[src/rtl/mux_ctrl_pkg.sv]
// Shared types and helpers for the mux serialiser controller.
package mux_ctrl_pkg;

    localparam int unsigned SEL_W  = 2;
    localparam int unsigned DATA_W = 4;

    typedef enum logic {IDLE, SEND} ser_state_t;

    function automatic logic [SEL_W-1:0] next_sel(input logic [SEL_W-1:0] sel,
                                                  input logic             msb_first);
        return msb_first ? sel - 1'b1 : sel + 1'b1;
    endfunction

endpackage

[src/rtl/mux_word_fifo.sv]
// Synchronous word FIFO with registered occupancy; head word is visible on rdata_o.
module mux_word_fifo
    import mux_ctrl_pkg::*;
#(
    parameter int unsigned DEPTH = 4
) (
    input  logic                     clk_i,
    input  logic                     rst_i,
    input  logic                     push_i,
    input  logic [DATA_W-1:0]        wdata_i,
    input  logic                     pop_i,
    output logic [DATA_W-1:0]        rdata_o,
    output logic                     full_o,
    output logic                     empty_o,
    output logic [$clog2(DEPTH):0]   count_o
);

    localparam int unsigned PTR_W = $clog2(DEPTH);

    logic [DATA_W-1:0]  mem_q [DEPTH];
    logic [PTR_W-1:0]   wr_ptr_q, rd_ptr_q;
    logic [PTR_W:0]     count_q;
    logic               do_push, do_pop;

    assign full_o  = (count_q == (PTR_W+1)'(DEPTH));
    assign empty_o = (count_q == '0);
    assign count_o = count_q;
    assign rdata_o = mem_q[rd_ptr_q];

    // Full is judged on the registered count, so a same-cycle pop never frees a slot.
    assign do_push = push_i && !full_o;
    assign do_pop  = pop_i && !empty_o;

    always_ff @(posedge clk_i) begin
        if (do_push) begin
            mem_q[wr_ptr_q] <= wdata_i;
        end
    end

    always_ff @(posedge clk_i) begin
        if (rst_i) begin
            wr_ptr_q <= '0;
            rd_ptr_q <= '0;
            count_q  <= '0;
        end else begin
            if (do_push) wr_ptr_q <= wr_ptr_q + 1'b1;
            if (do_pop)  rd_ptr_q <= rd_ptr_q + 1'b1;
            if (do_push && !do_pop)      count_q <= count_q + 1'b1;
            else if (!do_push && do_pop) count_q <= count_q - 1'b1;
        end
    end

endmodule

[src/rtl/mux_ser_ctrl.sv]
// Feeds words to an external 4:1 mux and steps its select to produce a framed serial stream,
// checking each mux output bit against the held word.
module mux_ser_ctrl
    import mux_ctrl_pkg::*;
#(
    parameter int unsigned DEPTH     = 4,
    parameter bit          MSB_FIRST = 1'b0
) (
    input  logic                     clk,
    input  logic                     rst,
    input  logic                     in_valid,
    output logic                     in_ready,
    input  logic [DATA_W-1:0]        in_data,
    output logic [DATA_W-1:0]        mux_din,
    output logic [SEL_W-1:0]         mux_sel,
    input  logic                     mux_out,
    output logic                     ser_valid,
    input  logic                     ser_ready,
    output logic                     ser_bit,
    output logic                     ser_first,
    output logic                     ser_last,
    output logic [$clog2(DEPTH):0]   fifo_count,
    output logic                     busy,
    output logic                     mux_err
);

    localparam logic [SEL_W-1:0] START_SEL = MSB_FIRST ? 2'd3 : 2'd0;

    ser_state_t         state_q, state_d;
    logic [1:0]         idx_q, idx_d;
    logic [DATA_W-1:0]  din_q, din_d;
    logic [SEL_W-1:0]   sel_q, sel_d;
    logic               err_q;
    logic               pop, full, empty, exp_bit;
    logic [DATA_W-1:0]  head;

    mux_word_fifo #(
        .DEPTH (DEPTH)
    ) u_fifo (
        .clk_i   (clk),
        .rst_i   (rst),
        .push_i  (in_valid),
        .wdata_i (in_data),
        .pop_i   (pop),
        .rdata_o (head),
        .full_o  (full),
        .empty_o (empty),
        .count_o (fifo_count)
    );

    always_comb begin
        state_d = state_q;
        idx_d   = idx_q;
        din_d   = din_q;
        sel_d   = sel_q;
        pop     = 1'b0;
        unique case (state_q)
            IDLE: begin
                if (!empty) begin
                    pop     = 1'b1;
                    din_d   = head;
                    sel_d   = START_SEL;
                    idx_d   = '0;
                    state_d = SEND;
                end
            end
            SEND: begin
                if (ser_ready) begin
                    if (idx_q != 2'd3) begin
                        idx_d = idx_q + 1'b1;
                        sel_d = next_sel(sel_q, MSB_FIRST);
                    end else if (!empty) begin
                        // Chain straight into the next word so the stream has no bubble.
                        pop   = 1'b1;
                        din_d = head;
                        sel_d = START_SEL;
                        idx_d = '0;
                    end else begin
                        state_d = IDLE;
                    end
                end
            end
            default: state_d = IDLE;
        endcase
    end

    always_ff @(posedge clk) begin
        if (rst) begin
            state_q <= IDLE;
            idx_q   <= '0;
            din_q   <= '0;
            sel_q   <= '0;
        end else begin
            state_q <= state_d;
            idx_q   <= idx_d;
            din_q   <= din_d;
            sel_q   <= sel_d;
        end
    end

    assign exp_bit = din_q[sel_q];

    // Case inequality so an X from the mux is treated as a mismatch.
    always_ff @(posedge clk) begin
        if (rst) begin
            err_q <= 1'b0;
        end else if (ser_valid && (mux_out !== exp_bit)) begin
            err_q <= 1'b1;
        end
    end

    assign in_ready  = !full;
    assign mux_din   = din_q;
    assign mux_sel   = sel_q;
    assign ser_valid = (state_q == SEND);
    assign ser_bit   = mux_out;
    assign ser_first = ser_valid && (idx_q == 2'd0);
    assign ser_last  = ser_valid && (idx_q == 2'd3);
    assign busy      = ser_valid || (fifo_count != '0);
    assign mux_err   = err_q;

endmodule
[config.mk]
export PLATFORM = sky130hd
export DESIGN_NAME = mux_ser_ctrl
export DESIGN_NICKNAME = d
export VERILOG_FILES = /design/src/rtl/mux_ctrl_pkg.sv /design/src/rtl/mux_word_fifo.sv /design/src/rtl/mux_ser_ctrl.sv
export SDC_FILE = /design/constraint.sdc
export NUM_CORES = 1
export LEC_CHECK = 0
export CAP_MARGIN = 25
export CORE_ASPECT_RATIO = 1.4
export CORE_MARGIN = 2
export CORE_UTILIZATION = 55
export DETAILED_ROUTE_END_ITERATION = 7
export GPL_TIMING_DRIVEN = 0
export PLACE_DENSITY_LB_ADDON = 0.05
export SETUP_SLACK_MARGIN = 0.15
export SLEW_MARGIN = 10
export SYNTH_ARGS = -nofsm -noshare
export SYNTH_HDL_FRONTEND = slang
export SYNTH_SLANG_ARGS = --single-unit
[constraint.sdc]
create_clock -name clk -period 5.55 [get_ports clk]
set_input_delay 1.3875 -clock clk [delete_from_list [all_inputs] [get_ports clk]]
set_output_delay 1.3875 -clock clk [all_outputs]
set_load 0.05 [all_outputs]
==> flow_metrics.env <==
export IMPL_outcome="complete, no violations"
export IMPL_cp_slowest_cell="clkdlybuf4s50_1"
export IMPL_synth_most_common_cell="dfxtp_1"
export IMPL_synth_main_ff_cell="dfxtp_1"
export IMPL_multiInputGateArea_sq_um=598
export IMPL_tightest_slew_ns=0.495
export IMPL_p_sw_w=0.000381
export IMPL_final_hold_viol_count=0
export IMPL_die_area_sq_mm=0.00317
export IMPL_io_buffers=23
export IMPL_remaining_drc_errors=0
export IMPL_core_area_sq_mm=0.00262
export IMPL_wire_per_inst_microns=13.8
export IMPL_swShare=0.374
export IMPL_intPower_w=0.000636
export IMPL_power_frac_comb=0.410
export IMPL_clock_skew_ns=0.00433
export IMPL_hp_class="flop to flop"
export IMPL_slowest_delay_ns=0.78
export IMPL_die_w_microns=48.2
export IMPL_gp_congestion=0.631
export IMPL_path_class="input port to primary output"
export IMPL_htreeDepth=2
export IMPL_synth_area_sq_mm=0.00150
export IMPL_fmax_mhz=241
export IMPL_post_cts_buffers=0
export IMPL_drv_slew=0
export IMPL_gr_total_overflow=0
export IMPL_cts_root_buf="clkbuf_4"
export IMPL_worstPathCellList="clkdlybuf4s50_1 -> buf_4 -> clkdlybuf4s50_1"
export IMPL_cpMostUsedCell="clkdlybuf4s50_1"
export IMPL_io_pins=25
export IMPL_ys_seq_area_frac=0.572
export IMPL_cellLeakagePower_nw=0.716
export IMPL_netlist_area_leader_share=0.319
export IMPL_slew_headroom=0.669
export IMPL_endpoint_kind="primary output"
export IMPL_crit_family="buffers and inverters"
export IMPL_synthTopCellsByArea="edfxtp_1 32%, dfxtp_1 25%, mux4_2 7.5%"
export IMPL_track_usage=0.199
export IMPL_cap_violations=0
export IMPL_whs_ns=0.486
export IMPL_synth_top_cells_by_count="19 x dfxtp_1, 17 x nor2_1, 16 x edfxtp_1"
export IMPL_fillCellCount=194
export IMPL_hpwl_microns=1950
export IMPL_synthesis_nets=134
export IMPL_fin_crit_ns=4.16
export IMPL_yosys_warnings=0
export IMPL_grt_pass1_vias=984
export IMPL_setup_violations=0
export IMPL_cts_sinks=35
export IMPL_worst_path_max_fanout=2
export IMPL_cts_tree="built"
export IMPL_ir_drop_v=0.000300
export IMPL_cts_hold_buf=0
export IMPL_synth_cells=117
export IMPL_wl_met1_microns=924
export IMPL_vias=961
export IMPL_ys_types=28
export IMPL_synth_seq_cells=35
export IMPL_antenna_found_initial=0
export IMPL_critPathBufInv=3
export IMPL_cp_data_arrival_time_ns=2.77
export IMPL_postRouteAntennaNets=0
export IMPL_top_layer="met4"
export IMPL_rsz0062_at_grt="false"
export IMPL_drtIter0Drc=17
export IMPL_rows=22
export IMPL_clockBufferDepth=2
export IMPL_insertion_delay_ns=0.34
export IMPL_vias_per_cell=5.22
export IMPL_initial_utilization=0.575
export IMPL_numCtsBuffers=5
export IMPL_seq_power_share=0.367
export IMPL_clkPwrFrac=0.224
export IMPL_die_h_microns=65.9
export IMPL_grt_max_degree=13
export IMPL_drive_gt1_frac=0.149
export IMPL_first_pass_iters=4
export IMPL_start_kind="input port"
export IMPL_synth_avg_cell_area_sq_um=12.9
export IMPL_register_area_sq_um=861
export IMPL_fin_nets=164
export IMPL_wirelength_microns=2540
export IMPL_area_growth_pct=25.3
export IMPL_antenna_cells=0
export IMPL_routed_wl_met2_microns=1470
export IMPL_synth_area_leader_cell="edfxtp_1"
export IMPL_clkTransAtPathRegs_ns=0.10
export IMPL_worstPathRequired_ns=4.16
export IMPL_period_share=0.749
export IMPL_fin_setup_tns_ns=0
export IMPL_cts_repair_resized=0
export IMPL_grt_pass1_wl_microns=4240
export IMPL_wl_met3_microns=99
export IMPL_power_density_mw_per_mm2=540
export IMPL_synthArstFlopShare=0
export IMPL_synth_edf_count=16
final cells by class:
type | instances | area share
buffer | 3 | 0.0120
clock buffer | 5 | 0.0199
clock inverter | 3 | 0.0359
inverter | 6 | 0.0120
multi-input combinational | 73 | 0.317
sequential | 35 | 0.457
tap | 36 | 0.0239
timing repair buffer | 23 | 0.122
final timing paths:
check / cells past startpoint / slack, ns / endpoint / start
worst min register to register: 2 / 0.49 / mux_err / mux_err
worst max register to register: 9 / 3.07 / u_fifo.count_o[2] / idx_q[0]
worst min-delay path: 2 / 0.49 / mux_err / mux_err
worst max-delay path: 3 / 1.39 / ser_bit / mux_out
power groups by stage:
stage / registers, W / clock network (W) / logic, W
6_report: 0.000373 / 0.000227 / 0.000416
5_1_grt: 0.000382 / 0.000242 / 0.000452
4_1_cts: 0.000375 / 0.000232 / 0.000421
3_5_place_dp: 0.000381 / 0 / 0.000418
3_3_place_gp: 0.000377 / 0 / 0.000409
2_1_floorplan: 0.000451 / 0 / 0.000232
cells by family (layout without fill, tap and decap cells):
family | after synthesis | after routing | share of synthesized area
and+or+nand+nor | 36 | 36 | 0.120
DFF | 35 | 35 | 0.572
xor gates and xnor gates | 6 | 6 | 0.0349
muxes | 10 | 10 | 0.108
buffers and inverters | 9 | 40 | 0.0299
adders and majority gates | 8 | 8 | 0.0715
AOI/OAI and AO/OA | 13 | 13 | 0.0632
registers in the layout, indices dropped and copies added, names as in the netlist, named ones only:
| register | count |
|---|---|
| mux_err | 1 |
| mux_din | 4 |
| idx_q | 2 |
| u_fifo.count_o | 3 |
| u_fifo.rd_ptr_q | 2 |
| ser_valid | 1 |
| u_fifo.mem_q | 16 |
| u_fifo.wr_ptr_q | 2 |
| mux_sel | 2 |
metrics by stage:
stage	total power, W	util	area (sq um)	setup slack [ns]	std cells
finish	0.00102	0.721	1880	1.39	184
global placement	0.000785	0.680	1780	1.38	176
floorplan	0.000683	-	1500	2.46	117
CTS	0.00103	0.721	1880	1.39	184
global route	0.00108	0.721	1880	1.35	184
detailed placement	0.000799	0.680	1780	1.39	176
layout by cell type (no fill, tap or decap), types with 2 or more instances in the layout:
cell type / instances
clkdlybuf4s50_1: 23
dfxtp_1: 19
nor2_1: 17
edfxtp_1: 16
a21oi_1: 7
ha_1: 7
inv_1: 6
and2_1: 6
mux2i_1: 5
mux4_2: 5
xor2_1: 5
clkbuf_4: 5
nand2_1: 3
buf_4: 3
nor3_1: 2
nand3_1: 2
bufinv_16: 2
worst reg2reg max path, stage by stage (launching register included):
cell and delay, ns:
dfxtp_1 0.36, ha_1 0.26, a21bo_2 0.26, nand2_2 0.17, ha_1 0.21, inv_1 0.06, fa_1 0.37, xor2_1 0.17
or3_2 0.41, a21oi_1 0.15
per-layer routing:
metal	vias to the layer above	GRT usage
li1	474	-
met1	461	0.180
met2	19	0.357
met3	7	0.0847
met4	0	0.0811
met5	-	0
(Power assumes the default switching activity.)
